[src/rtl/data_write_sched_pkg.sv]
// ---------------------------------------------------------------------------
// data_write_sched_pkg
//   Shared definitions for the data-write store scheduler:
//     - store-entry field widths (address, strobe, data) and packed entry type
//     - requester IDs used by the round-robin arbiter
//     - clog2 helper used to size the occupancy counter and FIFO pointers
// ---------------------------------------------------------------------------
package data_write_sched_pkg;

  localparam int ADDR_W = 32;
  localparam int STRB_W = 4;
  localparam int DATA_W = 32;

  // Requester IDs; also the encoding of the arbiter's last-grant register.
  localparam logic REQ_CORE = 1'b0;
  localparam logic REQ_AUX  = 1'b1;

  typedef struct packed {
    logic [ADDR_W-1:0] addr;
    logic [STRB_W-1:0] strb;
    logic [DATA_W-1:0] data;
  } store_t;

  // Ceiling log2 for elaboration-time sizing (value >= 1).
  function automatic int clog2(input int value);
    int r;
    r = 0;
    for (int i = 0; i < 31; i++) begin
      if ((1 << i) < value) r = i + 1;
    end
    return r;
  endfunction

endpackage

[src/rtl/data_write_sched_rr.sv]
// ---------------------------------------------------------------------------
// data_write_sched_rr
//   Two-input round-robin arbiter for the store buffer's single enqueue slot.
//   When both requesters are active the one not granted last time wins; a
//   lone requester wins whenever space is available. The last-grant register
//   only moves on an actual grant.
//
// Ports:
//   CLK, RST      clock, synchronous active-high reset
//   req_core_i    core requests a slot
//   req_aux_i     aux requests a slot
//   space_i       buffer can accept a store this cycle
//   gnt_core_o    core granted (combinational)
//   gnt_aux_o     aux granted (combinational)
//   last_gnt_o    last-grant state (REQ_CORE / REQ_AUX), for observation
// ---------------------------------------------------------------------------
module data_write_sched_rr
  import data_write_sched_pkg::*;
(
  input  logic CLK,
  input  logic RST,
  input  logic req_core_i,
  input  logic req_aux_i,
  input  logic space_i,
  output logic gnt_core_o,
  output logic gnt_aux_o,
  output logic last_gnt_o
);

  logic last_q;
  logic last_d;

  always_comb begin
    gnt_core_o = 1'b0;
    gnt_aux_o  = 1'b0;
    last_d     = last_q;
    if (space_i) begin
      if (req_core_i && req_aux_i) begin
        if (last_q == REQ_AUX) gnt_core_o = 1'b1;
        else                   gnt_aux_o  = 1'b1;
      end else begin
        gnt_core_o = req_core_i;
        gnt_aux_o  = req_aux_i;
      end
    end
    if (gnt_core_o)     last_d = REQ_CORE;
    else if (gnt_aux_o) last_d = REQ_AUX;
  end

  // Reset to "aux granted last" so the core wins the first contended cycle.
  always_ff @(posedge CLK) begin
    if (RST) last_q <= REQ_AUX;
    else     last_q <= last_d;
  end

  assign last_gnt_o = last_q;

endmodule

[src/rtl/data_write_sched.sv]
// ---------------------------------------------------------------------------
// data_write_sched
//   Store scheduler between the memory-write pipeline stage (core), an
//   auxiliary requester (coprocessor/debug) and the MMU data-write port.
//   Accepted stores are buffered in an in-order FIFO of DEPTH entries and
//   drained to the MMU head-first.
//
//   Handshakes:
//     enqueue - a request is accepted in the cycle its grant is high; the
//               core sees CORE_WAIT=0, the aux sees AUX_WREADY=1. Requesters
//               hold their request stable until accepted.
//     dequeue - MMU_WVALID/MMU_W* present the head entry; it is popped in any
//               cycle with MMU_WVALID && MMU_WREADY. MMU_W* stay stable while
//               MMU_WVALID=1 and MMU_WREADY=0.
//   A full buffer still accepts a store in a cycle where the head pops.
//
// Ports:
//   CLK, RST                             clock, synchronous active-high reset
//   CORE_WREN/WADDR/WSTRB/WDATA, CORE_WAIT   core store request / stall
//   AUX_WREN/WADDR/WSTRB/WDATA, AUX_WREADY   aux store request / accept
//   MMU_WVALID/WADDR/WSTRB/WDATA, MMU_WREADY head entry to the MMU
//   EMPTY                                buffer empty (registered state)
//   LOOKUP_ADDR, FWD_HIT/STRB/DATA       store-to-load forwarding
//
// Configuration:
//   DATA_WRITE_SCHED_FWD_EN  when defined, FWD_* are driven by a search of
//   all buffered entries (youngest word-address match wins); otherwise FWD_*
//   are tied to 0 and LOOKUP_ADDR is ignored.
// ---------------------------------------------------------------------------
module data_write_sched
  import data_write_sched_pkg::*;
#(
  parameter int DEPTH = 4
) (
  input  logic              CLK,
  input  logic              RST,
  input  logic              CORE_WREN,
  input  logic [ADDR_W-1:0] CORE_WADDR,
  input  logic [STRB_W-1:0] CORE_WSTRB,
  input  logic [DATA_W-1:0] CORE_WDATA,
  output logic              CORE_WAIT,
  input  logic              AUX_WREN,
  input  logic [ADDR_W-1:0] AUX_WADDR,
  input  logic [STRB_W-1:0] AUX_WSTRB,
  input  logic [DATA_W-1:0] AUX_WDATA,
  output logic              AUX_WREADY,
  output logic              MMU_WVALID,
  output logic [ADDR_W-1:0] MMU_WADDR,
  output logic [STRB_W-1:0] MMU_WSTRB,
  output logic [DATA_W-1:0] MMU_WDATA,
  input  logic              MMU_WREADY,
  output logic              EMPTY,
  input  logic [ADDR_W-1:0] LOOKUP_ADDR,
  output logic              FWD_HIT,
  output logic [STRB_W-1:0] FWD_STRB,
  output logic [DATA_W-1:0] FWD_DATA
);

  localparam int PTR_W = clog2(DEPTH);
  localparam int CNT_W = PTR_W + 1;

  store_t           mem_q [DEPTH];
  logic [PTR_W-1:0] head_q, head_d;
  logic [PTR_W-1:0] tail_q, tail_d;
  logic [CNT_W-1:0] count_q, count_d;

  logic   valid;
  logic   pop;
  logic   space;
  logic   push;
  logic   gnt_core;
  logic   gnt_aux;
  logic   rr_last_unused;
  store_t in_entry;
  store_t head_entry;

  assign valid = (count_q != '0);
  assign pop   = valid & MMU_WREADY;
  // A pop frees the head slot in the same cycle, so a full buffer can still
  // take a store while the occupancy stays unchanged.
  assign space = (count_q < CNT_W'(DEPTH)) | pop;

  data_write_sched_rr u_rr (
    .CLK        (CLK),
    .RST        (RST),
    .req_core_i (CORE_WREN),
    .req_aux_i  (AUX_WREN),
    .space_i    (space),
    .gnt_core_o (gnt_core),
    .gnt_aux_o  (gnt_aux),
    .last_gnt_o (rr_last_unused)
  );

  assign push       = gnt_core | gnt_aux;
  assign CORE_WAIT  = CORE_WREN & ~gnt_core;
  assign AUX_WREADY = gnt_aux;

  always_comb begin
    in_entry = '0;
    if (gnt_aux) begin
      in_entry.addr = AUX_WADDR;
      in_entry.strb = AUX_WSTRB;
      in_entry.data = AUX_WDATA;
    end else begin
      in_entry.addr = CORE_WADDR;
      in_entry.strb = CORE_WSTRB;
      in_entry.data = CORE_WDATA;
    end
  end

  // Pointers are PTR_W wide and DEPTH is a power of two, so they wrap
  // modulo DEPTH on their own.
  always_comb begin
    head_d  = head_q;
    tail_d  = tail_q;
    count_d = count_q + CNT_W'(push) - CNT_W'(pop);
    if (pop)  head_d = head_q + PTR_W'(1);
    if (push) tail_d = tail_q + PTR_W'(1);
  end

  always_ff @(posedge CLK) begin
    if (RST) begin
      head_q  <= '0;
      tail_q  <= '0;
      count_q <= '0;
    end else begin
      head_q  <= head_d;
      tail_q  <= tail_d;
      count_q <= count_d;
    end
  end

  // Entry storage needs no reset: contents are only observed while counted.
  always_ff @(posedge CLK) begin
    if (push) mem_q[tail_q] <= in_entry;
  end

  assign head_entry = valid ? mem_q[head_q] : '0;
  assign MMU_WVALID = valid;
  assign MMU_WADDR  = head_entry.addr;
  assign MMU_WSTRB  = head_entry.strb;
  assign MMU_WDATA  = head_entry.data;
  assign EMPTY      = ~valid;

`ifdef DATA_WRITE_SCHED_FWD_EN
  // Walk entries oldest to youngest so the last match (youngest) wins. The
  // head is searched even when it pops this cycle; the incoming store is not.
  logic [PTR_W-1:0] fwd_idx;
  logic             unused_lookup_lo;

  assign unused_lookup_lo = ^LOOKUP_ADDR[1:0];

  always_comb begin
    FWD_HIT  = 1'b0;
    FWD_STRB = '0;
    FWD_DATA = '0;
    fwd_idx  = '0;
    for (int i = 0; i < DEPTH; i++) begin
      fwd_idx = head_q + PTR_W'(i);
      if ((CNT_W'(i) < count_q) &&
          (mem_q[fwd_idx].addr[ADDR_W-1:2] == LOOKUP_ADDR[ADDR_W-1:2])) begin
        FWD_HIT  = 1'b1;
        FWD_STRB = mem_q[fwd_idx].strb;
        FWD_DATA = mem_q[fwd_idx].data;
      end
    end
  end
`else
  logic unused_lookup;

  assign unused_lookup = ^LOOKUP_ADDR;
  assign FWD_HIT       = 1'b0;
  assign FWD_STRB      = '0;
  assign FWD_DATA      = '0;
`endif

endmodule

[config.mk]
export PLATFORM = sky130hd
export DESIGN_NAME = data_write_sched
export DESIGN_NICKNAME = d
export VERILOG_FILES = /design/src/rtl/data_write_sched_pkg.sv /design/src/rtl/data_write_sched_rr.sv /design/src/rtl/data_write_sched.sv
export SDC_FILE = /design/constraint.sdc
export NUM_CORES = 1
export LEC_CHECK = 0
export BUFFER_PORTS_ARGS = -buffer_cell sky130_fd_sc_hd__clkbuf_2
export CAP_MARGIN = 20
export CELL_PAD_IN_SITES_DETAIL_PLACEMENT = 1
export CELL_PAD_IN_SITES_GLOBAL_PLACEMENT = 1
export CORE_ASPECT_RATIO = 0.7
export CORE_UTILIZATION = 45
export DETAILED_ROUTE_END_ITERATION = 8
export PLACE_DENSITY_LB_ADDON = 0.1
export SYNTH_ARGS = -nofsm -noshare
export SYNTH_HDL_FRONTEND = slang
export SYNTH_HIERARCHICAL = 1
export SYNTH_SLANG_ARGS = --single-unit
[constraint.sdc]
create_clock -name CLK -period 5.2 [get_ports CLK]
set_input_delay 0.26 -clock CLK [delete_from_list [all_inputs] [get_ports CLK]]
set_output_delay 0.26 -clock CLK [all_outputs]
set_load 0.01 [all_outputs]
After elaboration in Yosys (flattened, before gate mapping):

Memory sizes are Yosys's and may differ from the RTL's. A register that Yosys moved wholly into a read port is not among the register bits.
Index checks and enable logic that the tools add are counted.

* register bits: 8
* logic and storage cells: 33
* memories: 1
* output and inout port bits: 109
* RAM bits: 272
* input port bits: 173

Memories
* mem_q: words 4, bits a word 68, read ports 1, clocked after Yosys merged registers in 1, wr ports 1, line data_write_sched.sv:62 `store_t mem_q [DEPTH];`

* mux-type cells: 14
* bitwise operators: 6
* $lt $le $gt $ge: 1
* reduce and logical (&&, ||, !) cells: 3
* add/subtract/negate cells: 4

Operators with widths (number)
* 68-bit two-way mux: 2
* 1-bit two-way mux: 10
* 2-bit by 1-bit adder with 2-bit output (second input constant): 2
* 2-bit two-way mux: 2
* 3-bit by 1-bit adder with 3-bit output: 1
* 3-bit less-than comparator (second input constant): 1
* 3-bit nonzero test: 1
* 3-bit by 1-bit subtractor with 3-bit output: 1
* 1-bit AND: 2
* 1-bit inverter: 2
* 1-bit bitwise OR: 2
* 2-bit nonzero test: 1
* 1-bit logical AND: 1

Longest topological paths before layout:

* depth in word-level cells: 7
* gate-level depth with buffers: 12
* mapped depth without buffers: 11

Cells and area by module:

The synthesis kept the hierarchy.

Modules (own cells, without submodules)
* data_write_sched: cells each 595, instances 1, seq. area each 8348.0 µm², area each 11855.1 µm²
* data_write_sched_rr: cells each 8, instances 1, seq. area each 20.0 µm², area each 58.8 µm²

Least setup slack after synthesis:

No wires, ideal clock.

* path type: reg-to-reg
* start point: reg count_q[2]
* end point: mem mem_q[0][0] in the netlist's numbering (enable)
* slack: 559 ps
* period minus slack after synthesis: 4641 ps
* library setup time: 503 ps
* stages on the path, launching flop included: 7
* arrival time: 4138 ps
* buffers on the path: 1
* required time: 4697 ps
* cells stage by stage: dfxtp_1 > nand2b_1 > nand2_1 > a21oi_1 > clkbuf_1 > nor2_1 > nor2b_1

* longest elaborated chain between the ends: 7
* elaborated cells on any way between the ends: 9
* those cells by class: order compare (1); mux (4); bitwise (3); reduce/logical (1)

Ends and longest elaborated chain
* start: declaration: line data_write_sched.sv:65 `logic [CNT_W-1:0] count_q, count_d;`
* start signal: assignment: line data_write_sched.sv:129 `count_q <= count_d;`
* branches (longest 2 deep; another with 3-bit less-than comparator)
* 1-bit bitwise OR *: line data_write_sched.sv:81 `assign space = (count_q < CNT_W'(DEPTH)) | pop;`
* net space: line data_write_sched.sv:69 `logic space;`
* 1-bit two-way mux *: line data_write_sched_rr.sv:37 `if (space_i) begin`
* net AUX_WREADY: line data_write_sched.sv:46 `output logic AUX_WREADY,`
* 1-bit bitwise OR *: line data_write_sched.sv:94 `assign push = gnt_core | gnt_aux;`
* 1-bit two-way mux *: line data_write_sched.sv:135 `if (push) mem_q[tail_q] <= in_entry;`
* 1-bit two-way mux (not written as such) *: line data_write_sched.sv:135
* end: declaration: line data_write_sched.sv:62

Mark *: on every way through the listed nets, which the timed path passes.

Worst setup path after layout:

* start point: reg count_q[2]
* end point: mem mem_q[0][9] in the netlist's numbering (enable)

* longest elaborated chain between the ends: 7
* elaborated cells on any way between the ends: 9
* those cells by class: order compare (1); mux (4); bitwise (3); reduce/logical (1)

Ends and longest elaborated chain
* branches (longest 2 deep; another with 3-bit less-than comparator)
* 1-bit bitwise OR *: line data_write_sched.sv:81
* net space: line data_write_sched.sv:69
* 1-bit two-way mux *: line data_write_sched_rr.sv:37
* net gnt_core: line data_write_sched.sv:71 `logic gnt_core;`
* 1-bit bitwise OR *: line data_write_sched.sv:94
* 1-bit two-way mux *: line data_write_sched.sv:135
* 1-bit two-way mux (not written as such) *: line data_write_sched.sv:135

Marked as above.

==> run_summary.xml <==
<?xml version="1.0" encoding="UTF-8"?>
<metrics>
  <group name="timing">
    <metric name="rsz0062_at_grt" unit="">false</metric>
    <metric name="hold_ws" unit="ns">0.0616</metric>
    <metric name="timing.clock.skew" unit="ns">0.0108</metric>
    <metric name="tns" unit="ns">0</metric>
    <metric name="worstMarginPinSlew" unit="ns">1.06</metric>
    <metric name="period_minus_slack" unit="ns">2.76</metric>
    <metric name="final_hold_viol_count" unit="">0</metric>
    <metric name="final.period_utilization" unit="">0.532</metric>
    <metric name="timing.fmax" unit="MHz">362</metric>
    <metric name="setup_violations_final" unit="">0</metric>
    <metric name="timing.slew.headroom" unit="">0.294</metric>
    <metric name="final-max-slew-violation-count" unit="">0</metric>
  </group>
  <group name="critical_path">
    <metric name="cp.buffers_inverters" unit="">1</metric>
    <metric name="startpoint" unit="">count_q[2]</metric>
    <metric name="critical_path.reg2reg.startpoint" unit="">count_q[2]</metric>
    <metric name="worst-path-max-fanout" unit="">42</metric>
    <metric name="worst_setup_path_start_kind" unit="">flip-flop</metric>
    <metric name="endpoint_kind" unit="">flip-flop</metric>
    <metric name="cp.arrival" unit="ns">2.97</metric>
    <metric name="worst_path_max_delay_cell" unit="">nor2b_4</metric>
    <metric name="cp_cell_sequence" unit="">nand2b_1 &gt; nand2_1 &gt; a21oi_1 &gt; nor2_1 &gt; nor2b_4 &gt; buf_12</metric>
    <metric name="critical-path-max-stage-delay" unit="ns">0.80</metric>
    <metric name="critical-path-top-delay-family" unit="">simple AND/OR/NAND/NOR gates</metric>
    <metric name="crit_type" unit="">reg2reg</metric>
    <metric name="worst_ep_required_time" unit="ns">5.40</metric>
  </group>
  <group name="cts">
    <metric name="cts_bufs_inserted" unit="">28</metric>
    <metric name="numClockSinks" unit="">282</metric>
    <metric name="cts-hold-fix-buffers" unit="">0</metric>
    <metric name="h_tree_depth_reported_by_cts" unit="">1</metric>
    <metric name="post_cts.repair.setup_buffers" unit="">0</metric>
    <metric name="tritoncts" unit="">done</metric>
    <metric name="clock_slew_at_the_register_clock_pins_of_the_worst_setup_and_hold_paths" unit="ns">0.06</metric>
    <metric name="root_buffer" unit="">clkbuf_16</metric>
    <metric name="ctsResizeCount" unit="">0</metric>
    <metric name="clock_insertion_delay_worst_skew" unit="ns">0.53</metric>
    <metric name="clock_path_buffers" unit="">3</metric>
  </group>
  <group name="finish">
    <metric name="layout.cells.non_filler" unit="">1201</metric>
    <metric name="nNetsFinal" unit="">1002</metric>
    <metric name="area.growth.synth_to_final" unit="%">19.9</metric>
    <metric name="drive_above_1_share" unit="">0.488</metric>
    <metric name="insertedDiodeCount" unit="">0</metric>
  </group>
  <group name="placement">
    <metric name="weighted_congestion_at_the_end_of_routability_driven_global_placement" unit="">0.674</metric>
    <metric name="numPortBuffers" unit="">212</metric>
    <metric name="dp.final_hpwl" unit="um">14700</metric>
    <metric name="place_inst" unit="">1147</metric>
  </group>
  <group name="min_path">
    <metric name="worst_hold_startpoint" unit="">RST</metric>
    <metric name="hold_class" unit="">in2reg</metric>
  </group>
  <group name="route">
    <metric name="postRouteWirelength" unit="um">24000</metric>
    <metric name="via_count" unit="">6082</metric>
    <metric name="vias_cell" unit="">5.06</metric>
    <metric name="drt_pass1_iterations" unit="">4</metric>
    <metric name="detail_route.iter0.violations" unit="">170</metric>
    <metric name="postRouteAntennaNets" unit="">0</metric>
    <metric name="wl_per_cell" unit="um">20.0</metric>
    <metric name="drt_drc_violations_left" unit="">0</metric>
  </group>
  <group name="synthesis">
    <metric name="synth_top_area_frac" unit="">0.686</metric>
    <metric name="ys_seq_elements" unit="">282</metric>
    <metric name="syn-mean-instance-area" unit="um^2">19.8</metric>
    <metric name="postSynth.topFlopCell" unit="">edfxtp_1</metric>
    <metric name="synth.cell_area" unit="um^2">11900</metric>
    <metric name="synth-edff-count" unit="">272</metric>
    <metric name="ys_warn_count" unit="">6</metric>
    <metric name="share_of_flip_flops_with_an_asynchronous_set_or_reset_after_synthesis" unit="">0</metric>
    <metric name="netlist_top_cells_area" unit="">edfxtp_1, mux4_2, mux2_2, and2_1, buf_4</metric>
    <metric name="synth_top_family_by_area" unit="">multiplexers</metric>
    <metric name="yosys.area.top_type" unit="">edfxtp_1</metric>
    <metric name="syn-instance-count" unit="">603</metric>
    <metric name="compound_gate_portion_of_the_synthesized_area" unit="">0.00452</metric>
    <metric name="synthSimpleGateAreaFrac" unit="">0.0455</metric>
    <metric name="synth_xor_xnor_area_share" unit="">0.00189</metric>
    <metric name="muxShareOfSynthArea" unit="">0.196</metric>
    <metric name="ys_seq_area_frac" unit="">0.702</metric>
    <metric name="synth_fa_ha_area_frac" unit="">0.00798</metric>
    <metric name="netlist-cell-type-count" unit="">29</metric>
  </group>
  <group name="global_routing">
    <metric name="grt.total_usage" unit="">0.180</metric>
    <metric name="grt_overflow" unit="">0</metric>
    <metric name="grt_antenna_before_repair" unit="">0</metric>
    <metric name="grt_first_pass_wirelength" unit="um">37200</metric>
    <metric name="grt_pass1_vias" unit="">6597</metric>
    <metric name="grt_max_degree" unit="">74</metric>
  </group>
  <group name="floorplan">
    <metric name="i_o_pins" unit="">282</metric>
    <metric name="chipHeight" unit="um">138</metric>
    <metric name="effective_utilization_at_floorplan" unit="">0.462</metric>
    <metric name="rows" unit="">49</metric>
    <metric name="core" unit="um^2">25800</metric>
    <metric name="dieArea" unit="um^2">27100</metric>
    <metric name="floorplan.die.width" unit="um">196</metric>
  </group>
  <group name="power">
    <metric name="worst_ir_drop_vdd" unit="uV">324</metric>
    <metric name="leakage" unit="nW">5.15</metric>
    <metric name="total_power" unit="mW">6.96</metric>
    <metric name="pwr_density_cell" unit="nW/um^2">487</metric>
  </group>
  <group name="run">
    <metric name="maxCapViolCount" unit="">0</metric>
  </group>
  <group name="status">
    <metric name="status" unit="">finished clean</metric>
  </group>
</metrics>
## per-layer routing
metal | global-route usage | wire [um] | share of wire
met5 | 0 | 0 | 0
met4 | 0.0333 | 357 | 0.015
met3 | 0.0364 | 1330 | 0.055
met2 | 0.314 | 12200 | 0.51
met1 | 0.234 | 10200 | 0.42
## final cells by class
class	count	area, um^2
clock buffers	33	741
clock inverters	19	245
fillers	2368	11500
inverters	6	22.5
multi-input cells	281	3230
flip-flops and latches	282	8380
well taps	357	447
repair buffers	223	1230
## cells by family (layout without fill, tap and decap cells)
logic type	count (synthesis)	count (layout)
AOI/OAI and AO/OA	8	8
xor gates and xnor gates	1	1
adders and majority gates	7	7
buffers and inverters	76	281
DFF	282	282
muxes	139	139
other	1	37
and+or+nand+nor	89	89
## state kept, by name, summed over array words and instances (netlist names), named ones only
name and count:
mem_q 272, head_q 2, count_q 3, tail_q 2, u_rr/last_gnt_o 1
## cells in the mapped netlist, drive strengths merged, types with 3 or more instances
library cell,instances
a21oi,3
and2,68
buf,55
clkbuf,15
dfxtp,10
edfxtp,272
ha,6
inv,6
mux2,71
mux4,68
nor2,5
nor2b,8
## worst paths after layout
| kind | to | slack [ns] | cells past startpoint |
|---|---|---|---|
| min reg2reg | head_q[1] | 0.57 | 2 |
| max reg2reg | mem_q[0][9] | 2.44 | 6 |
| max | mem_q[0][9] | 2.44 | 6 |
| min | count_q[1] | 0.06 | 2 |
## cell usage in the layout, fill, tap and decap left out, drive strengths merged
master    count
ha            6
and3b         1
edfxtp      272
mux2         71
and2         68
nor3          2
nor2b         8
nand2b        1
o21a          1
clkinvlp      1
clkbuf      245
inv           7
fa            1
mux4         68
o21ai         1
or3           1
a21oi         3
xnor3         1
dfxtp        10
buf          11
a211o         1
clkinv       11
o31a          1
o311ai        1
bufinv        6
nor2          5
conb         37
or3b          1
nand2         2
## power by group
group | internal (mW) | switching (mW) | leakage (nW)
combinational | 0.892 | 1.02 | 2.08
clock | 1.31 | 0.820 | 0.480
sequential | 2.82 | 0.101 | 2.59
## through the flow
step	setup WS (ns)	instance area (um^2)	util
after floorplan	0.559	12000	-
after global placement	2.22	13200	0.513
after detailed placement	2.16	13300	0.514
after CTS	2.24	14200	0.552
after global routing	2.20	14300	0.554
final	2.44	14300	0.554
Note: power is estimated with default switching activity, not from simulation.
